`src/rtl/verificador_senha.sv`:
```
// verificador_senha: lock controller checking keypad packets against user/master passwords,
// with failed-attempt lockout and a programming mode that replaces the user password.
module verificador_senha #(
    parameter logic [79:0] SENHA_PADRAO = {{16{4'hF}}, 4'h1, 4'h2, 4'h3, 4'h4},
    parameter logic [79:0] SENHA_MESTRE = {{12{4'hF}}, {8{4'h9}}},
    parameter int MIN_DIG    = 4,
    parameter int MAX_DIG    = 12,
    parameter int MAX_TENT   = 3,
    parameter int T_ABERTA   = 5000,
    parameter int T_BLOQUEIO = 10000
) (
    input  logic        clk,
    input  logic        rst,
    input  logic [79:0] digitos_value,
    input  logic        digitos_valid,
    output logic        teclado_enable,
    output logic        tranca_aberta,
    output logic        senha_erro,
    output logic        prog_ok,
    output logic        modo_prog,
    output logic        bloqueado
);
    localparam int T_MAX = T_ABERTA > T_BLOQUEIO ? T_ABERTA : T_BLOQUEIO;
    localparam int TW = $clog2(T_MAX);
    localparam int FW = $clog2(MAX_TENT + 1);
    localparam logic [4:0] MIN_L = 5'(MIN_DIG);
    localparam logic [4:0] MAX_L = 5'(MAX_DIG);
    typedef enum logic [2:0] {IDLE, AVALIA, ABERTA, BLOQUEIO, PROG, GRAVA} estado_t;
    estado_t estado;
    logic [79:0] senha, pkt, nova;
    logic [FW-1:0] falhas;
    logic [TW-1:0] timer;
    logic [4:0] len;
    logic parar, ok_user, ok_mestre, len_ok, especial;
    // Classification is done on the registered packet so the decision sees a stable entry.
    always_comb begin
        len = '0;
        parar = 1'b0;
        ok_user = 1'b1;
        ok_mestre = 1'b1;
        nova = '1;
        for (int i = 0; i < 20; i++) begin
            if (!parar && pkt[4*i +: 4] != 4'hF) len = len + 5'd1;
            else parar = 1'b1;
            if (senha[4*i +: 4] != 4'hF && senha[4*i +: 4] != pkt[4*i +: 4]) ok_user = 1'b0;
            if (SENHA_MESTRE[4*i +: 4] != 4'hF && SENHA_MESTRE[4*i +: 4] != pkt[4*i +: 4]) ok_mestre = 1'b0;
        end
        for (int i = 0; i < 20; i++)
            nova[4*i +: 4] = 5'(i) < len ? pkt[4*i +: 4] : 4'hF;
        len_ok = len >= MIN_L;
        especial = pkt == {20{4'hE}} || pkt == {20{4'hB}};
    end
    always_ff @(posedge clk or posedge rst) begin
        if (rst) begin
            estado <= IDLE;
            senha <= SENHA_PADRAO;
            pkt <= '1;
            falhas <= '0;
            timer <= '0;
            teclado_enable <= 1'b1;
            tranca_aberta <= 1'b0;
            senha_erro <= 1'b0;
            prog_ok <= 1'b0;
            modo_prog <= 1'b0;
            bloqueado <= 1'b0;
        end else begin
            senha_erro <= 1'b0;
            prog_ok <= 1'b0;
            case (estado)
                IDLE: if (digitos_valid) begin
                    pkt <= digitos_value;
                    estado <= AVALIA;
                end
                PROG: if (digitos_valid) begin
                    pkt <= digitos_value;
                    estado <= GRAVA;
                end
                AVALIA: begin
                    if (especial) estado <= IDLE;
                    else if (ok_mestre && len_ok) begin
                        estado <= PROG;
                        modo_prog <= 1'b1;
                        falhas <= '0;
                    end else if (ok_user && len_ok) begin
                        estado <= ABERTA;
                        tranca_aberta <= 1'b1;
                        teclado_enable <= 1'b0;
                        timer <= '0;
                        falhas <= '0;
                    end else begin
                        senha_erro <= 1'b1;
                        falhas <= falhas + 1'b1;
                        if (falhas == FW'(MAX_TENT - 1)) begin
                            estado <= BLOQUEIO;
                            bloqueado <= 1'b1;
                            teclado_enable <= 1'b0;
                            timer <= '0;
                        end else estado <= IDLE;
                    end
                end
                GRAVA: begin
                    if (especial) begin
                        estado <= IDLE;
                        modo_prog <= 1'b0;
                    end else if (len_ok && len <= MAX_L) begin
                        senha <= nova;
                        prog_ok <= 1'b1;
                        modo_prog <= 1'b0;
                        estado <= IDLE;
                    end else begin
                        senha_erro <= 1'b1;
                        estado <= PROG;
                    end
                end
                ABERTA: begin
                    if (timer == TW'(T_ABERTA - 1)) begin
                        estado <= IDLE;
                        tranca_aberta <= 1'b0;
                        teclado_enable <= 1'b1;
                    end else timer <= timer + 1'b1;
                end
                BLOQUEIO: begin
                    if (timer == TW'(T_BLOQUEIO - 1)) begin
                        estado <= IDLE;
                        bloqueado <= 1'b0;
                        teclado_enable <= 1'b1;
                        falhas <= '0;
                    end else timer <= timer + 1'b1;
                end
                default: estado <= IDLE;
            endcase
        end
    end
endmodule

```
`config.mk`:
```
export PLATFORM = sky130hd
export DESIGN_NAME = verificador_senha
export DESIGN_NICKNAME = d
export VERILOG_FILES = /design/src/rtl/verificador_senha.sv
export SDC_FILE = /design/constraint.sdc
export NUM_CORES = 1
export LEC_CHECK = 0
export CAP_MARGIN = 15
export CELL_PAD_IN_SITES_DETAIL_PLACEMENT = 1
export CELL_PAD_IN_SITES_GLOBAL_PLACEMENT = 1
export CORE_AREA = 2 2 157 159
export DETAILED_ROUTE_END_ITERATION = 7
export DIE_AREA = 0 0 159 161
export GPL_TIMING_DRIVEN = 0
export PLACE_DENSITY = 0.84
export REMOVE_ABC_BUFFERS = 1
export SYNTH_ARGS = -nofsm -noshare
export SYNTH_HDL_FRONTEND = slang
export SYNTH_SLANG_ARGS = --single-unit
```
`constraint.sdc`:
```
create_clock -name clk -period 15.31 [get_ports clk]
set_input_delay 3.062 -clock clk [delete_from_list [all_inputs] [get_ports clk]]
set_output_delay 3.062 -clock clk [all_outputs]
set_load 0.1 [all_outputs]
```
=== Word-level counts from Yosys, hierarchy flattened ===
Cells that the tools add are included.
W data, S select, Z words.

* Word-level logic and storage cells: 365
* Input port bits: 83
* Register bits after elaboration: 185
* Output and inout port bits: 6

* Mux-type cells: 142
* Order comparisons: 22
* Reduce and logical (&&, ||, !) cells: 76
* Add/sub/neg operators: 21
* Bitwise operators: 1
* Equality and inequality tests: 92

{| class="wikitable"
|+ Operators by type and width
! kind !! count
|-
| $eq A80 B80 Y1 const B || 2
|-
| $ne A4 B4 Y1 const B || 40
|-
| $add A5 B1 Y5 const B || 18
|-
| $mux W5 || 18
|-
| $mux W14 || 6
|-
| $mux W4 || 20
|-
| $ne A4 B4 Y1 || 20
|-
| $mux W1 || 75
|-
| $logic_and A1 B1 Y1 || 42
|-
| $pmux W14 S3 || 1
|-
| $lt A4 B5 Y1 const A || 8
|-
| $ne A4 B4 Y1 const A || 8
|-
| $mux W3 || 8
|-
| $ne A2 B2 Y1 const B || 12
|-
| $lt A3 B5 Y1 const A || 4
|-
| $lt A5 B5 Y1 const A || 4
|-
| $logic_not A1 Y1 || 18
|-
| $pmux W3 S6 || 1
|-
| $reduce_and A6 Y1 || 3
|-
| $add A14 B1 Y14 const B || 1
|-
| $eq A14 B13 Y1 const B || 1
|-
| $eq A14 B14 Y1 const B || 1
|-
| $mux W2 || 7
|-
| $lt A1 B5 Y1 const A || 2
|-
| 23 further kinds || 34
|}

=== Longest topological paths before layout ===
Gate-level depths: netlist of the first run.

* Depth in word-level cells: 63
* Mapped depth: 67
* Gate-level depth less buffers: 65

=== Worst setup path before layout of the first run ===
Ideal clock, no wire load.

* Path type: reg2reg
* Start point: register pkt[4]
* End point: register timer[13]
* Arrival: 12,085 ps
* Setup slack: 3,104 ps
* Path buffers: 1
* Cell stages (with the launch flop): 64
* Clock period less this slack: 12,206 ps
* Required time: 15,189 ps
* Library setup time: 121 ps
* Cell sequence: dfstp_2 > nand4_1 > nand2_1 > inv_1 > ha_1 > nor2_1 > nor2_1 > ha_1 > or3_1 > o211ai_1 > nor2_1 > ha_1 > inv_1 > o22ai_1 > ha_1 > o21a_1 > ha_1 > mux2_2 > (+28 left out) > ha_1 > mux2_2 > ha_1 > mux2i_1 > a211oi_1 > a21o_1 > ha_1 > nand4_1 > nor2_1 > o21ai_0 > mux2_2 > a32oi_1 > a31o_1 > xor3_2 > a41oi_2 > buf_6 > o21ai_1 > a22o_1

* Word-level cells in the longest chain between the ends: 63
* Elaborated cells between the ends (all ways): 136
* Classes of those cells: add/sub: 18; order compare: 1; eq/ne: 8; mux: 67; reduce/logical: 42

{| class="wikitable"
|+ RTL lines
! item !! RTL line !! RTL
|-
| start: declaration || 30 || <nowiki>logic [79:0] senha, pkt, nova;</nowiki>
|-
| start signal: assignment || 71 || <nowiki>pkt <= digitos_value;</nowiki>
|-
| start signal: assignment || 75 || <nowiki>pkt <= digitos_value;</nowiki>
|-
| parallel branches: the longest is 63 deep, another holds $add A5 B1 Y5 || n/a ||
|-
| end signal: assignment || 120 || <nowiki>end else timer <= timer + 1'b1;</nowiki>
|-
| end signal: assignment || 128 || <nowiki>end else timer <= timer + 1'b1;</nowiki>
|-
| end: declaration || 32 || <nowiki>logic [TW-1:0] timer;</nowiki>
|}

Several ways; the timed one is not identified. The select of a mux whose other input is x is not followed.
A chain may end at the register's enable or synchronous reset.

=== Final worst setup path of the first run ===
* Start point: register pkt[2]
* End point: register senha[27]

* Word-level cells in the longest chain between the ends: 60
* Elaborated cells between the ends (all ways): 106
* Classes of those cells: add/sub: 19; order compare: 3; eq/ne: 3; mux: 40; bitwise: 1; reduce/logical: 40

{| class="wikitable"
|+ RTL lines
! item !! RTL line !! RTL
|-
| parallel branches: the longest is 60 deep, another holds $add A5 B1 Y5 || n/a ||
|-
| end signal: assignment || 106 || <nowiki>senha <= nova;</nowiki>
|-
| end: declaration || 30 ||
|}

Several ways; the timed one is not identified.

==> metrics, run 1 <==
outcome finished clean; TritonRoute pass-1 iters 5; largest net degree at the start of global routing between 100 and 150; post-synth top area cell dfstp_2; CP arrival 14840 ps; Synth async-reset ratio 1.00; wire length per cell 22.0 µm; Critical-path top delay cell dfstp_2; Initial Utilization 0.461; htree depth 4; register area slightly below 5000 µm²; Setup-failing EPs final 0; DRC violations left 0; DR vias/cell 6.06; Chip Height 161 µm; Max-Cap Viols 0; Post-synth top flop dfstp_2; global-route wire length before repair 53800 µm; min-delay worst type flop to flop; most frequent cells after synthesis dfstp_2, nand2_1, xor2_1; Synth area leaders dfstp_2, mux2_2, dfrtp_1; area of the core between 20000 and 25000 µm²; Worst EP required 15660 ps; Max Freq 69.0 MHz; Total Negative Setup Slacks 0 ps; Num CTS Buffers 17; Final Hold Vio Count 0; Detail Route Antenna Nets 0; Sink Count 185; Hold Buf Count CTS 0; synth unique cells 79; io pins roughly 90; Worst setup SP type flop; final period utilization 0.947; crit path kind flop to flop; worst setup margin 812 ps; most used cell, CP ha_1; layout cells sized above 1 0.249; vias post-DR between 9000 and 10000; CTS tree yes; # nets final 1284; die area 25600 µm²; post-DP HPWL 23100 µm; Worst Max-Slew Pin Slew 976 ps; final non-filler cell total 1519; RePlAce Congestion 0.871; Worst Path Max Fanout 56; Mean Syn Cell Area 10.1 µm²; global route overflow 0; port buffer count between 80 and 90; CTS max path bufs 2; die width approximately 160 µm; aggregate routed wire length 33300 µm; synth warn 0; Post-Synthesis Cell Area roughly 11000 µm²; GR Util All Layers 0.263; row cnt 57; flops & latches, synth 185; n_diodes 0; clk root buf clkbuf_16; Post-synth EDFFs 0; Layout Skew 18.5 ps; DR iter-0 viols 449; fillers 2687; reg2reg setup slack ~810 ps; Syn-to-layout area delta 17.4%; Seq/Total Area, Yosys 0.436; most frequently used cell type in the post-synthesis netlist dfstp_2; initial antenna violation count 0; Max-slew headroom 0.347; pre-CTS setup slack -165 ps; share of the synthesized area in the top cell type 0.357; Placed Cells 1483; CP peak stage delay 670 ps; Slew Viols, Final 0; multi-input logic area roughly 6000 µm²; number of global-route vias before repair 9991; worst skew pair latency 450 ps; Period minus WS final approximately 14000 ps; Syn Inst Count 1097; Clock Pin Slew Worst Setup and Hold Paths around 90 ps; critical path capture point type flop
[layout make-up]
cell class,instances,share of cell area
Multi-Input combinational cell,854,0.464
Inverter,30,0.0102
Sequential cell,185,0.372
Timing Repair Buffer,94,0.0755
Tap cell,324,0.0313
Clock inverter,14,0.0140
Clock buffer,18,0.0331
[layout by cell type, fill, tap and decap left out, types with 5 or more instances in the layout]
| master | count |
|---|---|
| nor3b_1 | 5 |
| a41oi_1 | 9 |
| ha_1 | 19 |
| a21oi_1 | 18 |
| nor2_1 | 81 |
| o41ai_1 | 12 |
| nand3_1 | 35 |
| dfrtp_1 | 35 |
| o21a_1 | 5 |
| nand2b_1 | 39 |
| inv_8 | 5 |
| maj3_1 | 5 |
| xnor2_1 | 21 |
| xor2_1 | 85 |
| nor4b_1 | 5 |
| o22a_1 | 13 |
| nor4bb_1 | 13 |
| mux2i_1 | 11 |
| and4_1 | 14 |
| o211ai_1 | 5 |
| dfstp_2 | 150 |
| clkdlybuf4s50_1 | 88 |
| nand2_1 | 116 |
| inv_1 | 28 |
| or3_1 | 10 |
| o21ai_0 | 38 |
| mux2_2 | 82 |
| a31oi_1 | 17 |
| nor3_1 | 22 |
| clkbuf_16 | 17 |
| o21ai_1 | 18 |
| nor4_1 | 16 |
| a211oi_1 | 7 |
| or2_2 | 5 |
| nand4_1 | 62 |
[sequential cells by signal (all words and copies together) (netlist names)]
| signal | count |
|---|---|
| senha | 80 |
| timer | 14 |
| bloqueado | 1 |
| modo_prog | 1 |
| pkt | 80 |
| senha_erro | 1 |
| teclado_enable | 1 |
| tranca_aberta | 1 |
| estado | 3 |
| falhas | 2 |
| prog_ok | 1 |
[critical path: cells and delay by family (launching register included)]
family	cells	cell delay [ps]
buffers and inverters	4	650
xor gates and xnor gates	1	330
muxes	7	1520
DFF	1	670
adders and majority gates	16	5170
and+or+nand+nor	20	2770
AOI/OAI and AO/OA	16	3200
[routing by layer]
metal	vias up	GRT usage	wire, µm
li1	4183	-	-
met1	4680	0.325	14100
met2	252	0.461	16600
met3	90	0.0455	1440
met4	0	0.102	1210
met5	-	0	0
[through the flow]
stage          utilization  cell area, µm²  hold slack, ps
5_1_grt              0.541           13000             515
3_3_place_gp         0.509           12200             465
4_1_cts              0.538           12900             489
3_5_place_dp         0.512           12300             476
2_1_floorplan            -           10900             453
6_report             0.541           13000             485
[cell families (layout without fill, tap and decap cells)]
| family | count (synthesis) | in the layout | share of synthesized area |
|---|---|---|---|
| xor+xnor | 112 | 112 | 0.0943 |
| flops | 185 | 185 | 0.436 |
| simple gates | 449 | 450 | 0.216 |
| mux | 94 | 94 | 0.0947 |
| buf+inv | 59 | 156 | 0.0222 |
| fa+ha+maj | 24 | 24 | 0.0261 |
| compound gates | 174 | 174 | 0.110 |
[worst paths after layout]
kind	depth (start not counted)	to	from
max	64	senha[27]$_DFFE_PP1P_	pkt[2]$_DFFE_PP1P_
min reg2reg	2	senha[9]$_DFFE_PP1P_	senha[9]$_DFFE_PP1P_
max in group asynchronous	3	senha[56]$_DFFE_PP1P_	rst
max reg2reg	64	senha[27]$_DFFE_PP1P_	pkt[2]$_DFFE_PP1P_
min in group asynchronous	2	senha[0]$_DFFE_PP0P_	rst
min	2	senha[9]$_DFFE_PP1P_	senha[9]$_DFFE_PP1P_
[repair_timing]
item | CTS | global route
cloned | 0 | 1
setup endpoints to repair | 48 | 73
buffers inserted | 0 | 3
pin swaps | 0 | 2
gates resized for setup | 2 | 9
Power of run 1 is not shown: default switching activity piles up to over one toggle a cycle in this logic, so the estimate is an artifact.
==> inputs of run 2 (changes only) <==
--- a/config.mk
+++ b/config.mk
@@ -8,11 +8,12 @@
 export CAP_MARGIN = 15
 export CELL_PAD_IN_SITES_DETAIL_PLACEMENT = 1
 export CELL_PAD_IN_SITES_GLOBAL_PLACEMENT = 1
-export CORE_AREA = 2 2 157 159
+export CORE_AREA = 2 2 151 153
 export DETAILED_ROUTE_END_ITERATION = 7
-export DIE_AREA = 0 0 159 161
+export DIE_AREA = 0 0 153 155
+export DONT_BUFFER_PORTS = 1
 export GPL_TIMING_DRIVEN = 0
-export PLACE_DENSITY = 0.84
+export PLACE_DENSITY = 0.83
 export REMOVE_ABC_BUFFERS = 1
 export SYNTH_ARGS = -nofsm -noshare
 export SYNTH_HDL_FRONTEND = slang
==> metrics, run 2 (same netlist as run 1, synthesis figures left out) <==
outcome finished clean (unchanged); RSZ-0062 raised after global routing no; hold depth 2 (unchanged); Final Instance Area 12000 µm² (was 13000 µm²); RePlAce Congestion 0.898 (was 0.871); Sink Count 185 (unchanged); global-route wire length before repair 49100 µm (was 53800 µm); Worst Max-Slew Pin Slew 1020 ps (was 976 ps); Total Negative Setup Slacks 0 ps (unchanged); biggest regs pkt: 80 flops, senha: 80 flops, timer: 14 flops (unchanged); Critical-path top delay cell dfstp_2 (unchanged); Syn-to-layout area delta 8.57% (was 17.4%); Max-slew headroom 0.313 (was 0.347); Slew Viols, Final 0 (unchanged); DR iter-0 viols 540 (was 449); die area 23700 µm² (was 25600 µm²); most used cell, CP ha_1 (unchanged); fillers 2422 (was 2687); CTS tree yes (unchanged); # nets final 1195 (was 1284); critical path capture point type flop (unchanged); Worst setup SP type flop (unchanged); final period utilization 0.948 (was 0.947); DRC violations left 0 (unchanged); Max Freq 68.9 MHz (was 69.0 MHz); die width 153 µm (was 159 µm); Crit path depth 64 (unchanged); area of the core 22200 µm² (was 24000 µm²); Detail Route Antenna Nets 0 (unchanged); clk root buf clkbuf_16 (unchanged); Num CTS Buffers 17 (unchanged); Final Hold Vio Count 0 (unchanged); leading cell types in the layout, fill and taps excluded dfstp_2, nand2_1, xor2_1, mux2_2, nor2_1 (was dfstp_2, nand2_1, clkdlybuf4s50_1, xor2_1, mux2_2); Period minus WS final 14520 ps (was 14500 ps); Clock Pin Slew Worst Setup and Hold Paths 80 ps (was 90 ps); CP arrival 14840 ps (about the same); R2R depth 64 (unchanged); io pins 89 (unchanged); Initial Utilization 0.497 (was 0.461); CTS max path bufs 2 (unchanged); TritonRoute pass-1 iters 5 (unchanged); n_diodes 0 (unchanged); Max-Cap Viols 0 (unchanged); Worst Path Max Fanout 56 (unchanged); DR vias/cell 6.31 (was 6.06); CP peak stage delay 620 ps (was 670 ps); global route overflow 0 (unchanged); Placed Area 11300 µm² (was 12300 µm²); GR Util All Layers 0.260 (was 0.263); delay-heaviest family, CP adder cells (unchanged); min-delay worst type flop to flop (unchanged); crit path kind flop to flop (unchanged); number of global-route vias before repair 9125 (was 9991); Setup-failing EPs final 0 (unchanged); Worst EP required 15640 ps (was 15660 ps); post-DP HPWL 22000 µm (was 23100 µm); Chip Height 155 µm (was 161 µm); aggregate routed wire length 31100 µm (was 33300 µm); wire length per cell 22.4 µm (was 22.0 µm); worst skew pair latency 440 ps (was 450 ps); vias post-DR 8784 (was 9205); layout cells sized above 1 0.269 (was 0.249); largest net degree at the start of global routing 113 (was 122); port buffer count 0 (was 88); row cnt 55 (was 57); Layout Skew 14.8 ps (was 18.5 ps); CP Buf/Inv Count 4 (unchanged); commonest non-fill, non-tap cell in the layout dfstp_2 (unchanged); htree depth 4 (unchanged); initial antenna violation count 0 (unchanged)
[run 2: changes by cell type in the layout (fill, tap and decap cells not counted), sizes merged]
cell / change
clkdlybuf4s50: -88
clkinvlp: -1
clkinv: -1
buf: -1
inv: +3
bufinv: -1
[run 2: final timing paths]
kind	from	to	slack (ps)
max in group asynchronous	rst	senha[62]$_DFFE_PP1P_	11890
min reg2reg	senha[9]$_DFFE_PP1P_	senha[9]$_DFFE_PP1P_	490
min	senha[9]$_DFFE_PP1P_	senha[9]$_DFFE_PP1P_	490
max reg2reg	pkt[4]$_DFFE_PP1P_	senha[27]$_DFFE_PP1P_	790
max	pkt[4]$_DFFE_PP1P_	senha[27]$_DFFE_PP1P_	790
min in group asynchronous	rst	senha[3]$_DFFE_PP0P_	2520
[run 2: cell type report]
class	instances	area, µm²	share of cell area
repair buffers	5	90.1	0.00752
flip-flops and latches	185	4820	0.402
clock inverters	14	151	0.0126
multi-input cells	854	6010	0.502
well taps	285	357	0.0298
inverters	30	128	0.0106
clock buffers	18	429	0.0358
[run 2: timing repair]
item                       4_1_cts  5_1_grt
hold buffers                     0        0
resized for setup                2        6
setup endpoints to repair       49       69
cloned                           0        1
setup buffers                    0        2
pin swaps                        0        1
[run 2: tightest hold or removal path: stages (launching register included)]
cell     delay [ps]
dfstp_2         390
nand2_1          50
nand2_1          50
[run 2: per-stage QoR]
stage               setup slack, ps  std cells  utilization  hold slack [ps]
floorplan                      2130       1068            -              453
global placement               -682       1353        0.507              464
detailed placement             -309       1356        0.510              480
CTS                            47.4       1388        0.537              490
global route                   26.1       1391        0.539              500
finish                          795       1391        0.539              492
[run 2: metal layers]
layer | global-route usage | vias to the layer above | share of wire
met4 | 0.0750 | 0 | 0.023
met2 | 0.455 | 222 | 0.50
met5 | 0 | - | 0
met1 | 0.331 | 4501 | 0.43
met3 | 0.0471 | 49 | 0.045
li1 | - | 4012 | -
Power of run 2 is left out for the same reason.
==> inputs of run 3 (changes only) <==
--- a/config.mk
+++ b/config.mk
@@ -6,11 +6,11 @@
 export NUM_CORES = 1
 export LEC_CHECK = 0
 export CAP_MARGIN = 15
-export CELL_PAD_IN_SITES_DETAIL_PLACEMENT = 1
+export CELL_PAD_IN_SITES_DETAIL_PLACEMENT = 0
 export CELL_PAD_IN_SITES_GLOBAL_PLACEMENT = 1
-export CORE_AREA = 2 2 151 153
+export CORE_AREA = 2 2 152 154
 export DETAILED_ROUTE_END_ITERATION = 7
-export DIE_AREA = 0 0 153 155
+export DIE_AREA = 0 0 154 156
 export DONT_BUFFER_PORTS = 1
 export GPL_TIMING_DRIVEN = 0
 export PLACE_DENSITY = 0.83
==> metrics, run 3 (same netlist as run 1, synthesis figures left out) <==
initial antenna violation count 0 (unchanged); Worst Path Max Fanout 56 (unchanged); aggregate routed wire length 27000 µm (was 31100 µm); Max-Cap Viols 0 (unchanged); Initial Utilization 0.494 (was 0.497); Final Hold Vio Count 0 (unchanged); row cnt 55 (unchanged); register area 4820 µm² (unchanged); multi-input logic area 5990 µm² (was 6010 µm²); Hold Buf Count CTS 0 (unchanged); htree depth 4 (unchanged); biggest regs pkt: 80 flops, senha: 80 flops, timer: 14 flops (unchanged); fillers 2000 (was 2422); Slew Viols, Final 0 (unchanged); number of global-route vias before repair 8228 (was 9125); port buffer count 0 (unchanged); Num CTS Buffers 17 (unchanged); Syn-to-layout area delta 8.10% (was 8.57%); Placed Area 11300 µm² (unchanged); global-route wire length before repair 44300 µm (was 49100 µm); Final Instance Area 11900 µm² (was 12000 µm²); min-delay worst type flop to flop (unchanged); RSZ-0062 raised after global routing no (unchanged); global route overflow 0 (unchanged); outcome finished clean (unchanged); wire length per cell 19.5 µm (was 22.4 µm); Max Freq 71.2 MHz (was 68.9 MHz); Layout Skew 15.5 ps (was 14.8 ps); DR iter-0 viols 587 (was 540); post-layout util 0.534 (was 0.539); Period minus WS final 14050 ps (was 14520 ps); CTS tree yes (unchanged); final hold slack 481 ps (was 492 ps); setup repair bufs after CTS 0 (unchanged); leading cell types in the layout, fill and taps excluded dfstp_2, nand2_1, xor2_1, mux2_2, nor2_1 (unchanged); Total Negative Setup Slacks 0 ps (unchanged); most used cell, CP ha_1 (unchanged); Detail Route Antenna Nets 0 (unchanged); clk root buf clkbuf_16 (unchanged); die area 24000 µm² (was 23700 µm²); Crit Reg-Reg Startpoint pkt[5]$_DFFE_PP1P_ (was pkt[4]$_DFFE_PP1P_); largest net degree at the start of global routing 116 (was 113); Clock Pin Slew Worst Setup and Hold Paths 70 ps (was 80 ps); TritonRoute pass-1 iters 5 (unchanged); Worst setup SP type flop (unchanged); RePlAce Congestion 0.900 (was 0.898); area of the core 22400 µm² (was 22200 µm²); io pins 89 (unchanged); worst skew pair latency 440 ps (about the same); Worst EP required 15670 ps (was 15640 ps); CP arrival 14410 ps (was 14840 ps); Worst Max-Slew Pin Slew 1020 ps (about the same); GR Util All Layers 0.233 (was 0.260); Setup-failing EPs final 0 (unchanged); Critical-path top delay cell dfstp_2 (unchanged); Max-slew headroom 0.317 (was 0.313); DR vias/cell 6.07 (was 6.31); layout cells sized above 1 0.267 (was 0.269); n_diodes 0 (unchanged); DRC violations left 0 (unchanged); die width 154 µm (was 153 µm); crit path kind flop to flop (unchanged); CP peak stage delay 610 ps (was 620 ps); CTS max path bufs 2 (unchanged); start point of the critical path pkt[5]$_DFFE_PP1P_ (was pkt[4]$_DFFE_PP1P_); critical path capture point type flop (unchanged); # nets final 1192 (was 1195); commonest non-fill, non-tap cell in the layout dfstp_2 (unchanged); HP Start senha[4]$_DFFE_PP1P_ (was senha[9]$_DFFE_PP1P_); post-DP HPWL 19700 µm (was 22000 µm); Sink Count 185 (unchanged); final period utilization 0.918 (was 0.948); Chip Height 156 µm (was 155 µm); vias post-DR 8424 (was 8784)
[run 3: cell count changes in the layout (fill, tap and decap cells not counted), moves of 2 or more]
cell	before	now
buf_4	2	0
clkinvlp_4	1	4
clkinv_8	3	1
clkinv_2	0	2
[run 3: path summary, 6_finish.rpt]
check | end | slack, ps | cells past startpoint
worst max-delay path | senha[22]$_DFFE_PP1P_ | 1260 | 64
worst min-delay path | senha[4]$_DFFE_PP1P_ | 480 | 2
worst max register to register | senha[22]$_DFFE_PP1P_ | 1260 | 64
worst min register to register | senha[4]$_DFFE_PP1P_ | 480 | 2
max in group asynchronous | senha[57]$_DFFE_PP1P_ | 11890 | 2
min in group asynchronous | senha[14]$_DFFE_PP0P_ | 2500 | 1
[run 3: what timing repair did]
item	4_1_cts	5_1_grt
cloned	0	0
resized for setup	1	6
endpoints found under the setup margin	12	53
pin swaps	0	1
[run 3: metrics by stage]
step / std cells / setup WS, ps
4_1_cts: 1388 / 270
3_3_place_gp: 1353 / -644
6_report: 1388 / 1260
3_5_place_dp: 1356 / -42.9
5_1_grt: 1388 / 105
2_1_floorplan: 1068 / 2130
[run 3: worst max-delay path, delay by kind of cell, from the launching register on]
family	cells	cell delay, ps
AOI/OAI and AO/OA	15	2720
xor gates and xnor gates	1	350
and+or+nand+nor	21	3000
DFF	1	610
buffers and inverters	4	710
adders and majority gates	16	5020
muxes	7	1430
[run 3: metal layers]
layer	wire (µm)	share of wire	track usage
met4	586	0.022	0.0712
met2	12500	0.46	0.372
met3	1260	0.047	0.0400
met5	0	0	0
met1	12700	0.47	0.324
[run 3: area by class of cell]
cell class | count | share of cell area
flip-flops and latches | 185 | 0.404
inverters | 30 | 0.0107
clock inverters | 15 | 0.0114
repair buffers | 3 | 0.00629
well taps | 285 | 0.0299
clock buffers | 17 | 0.0357
multi-input cells | 853 | 0.502
Power of run 3 is left out for the same reason.
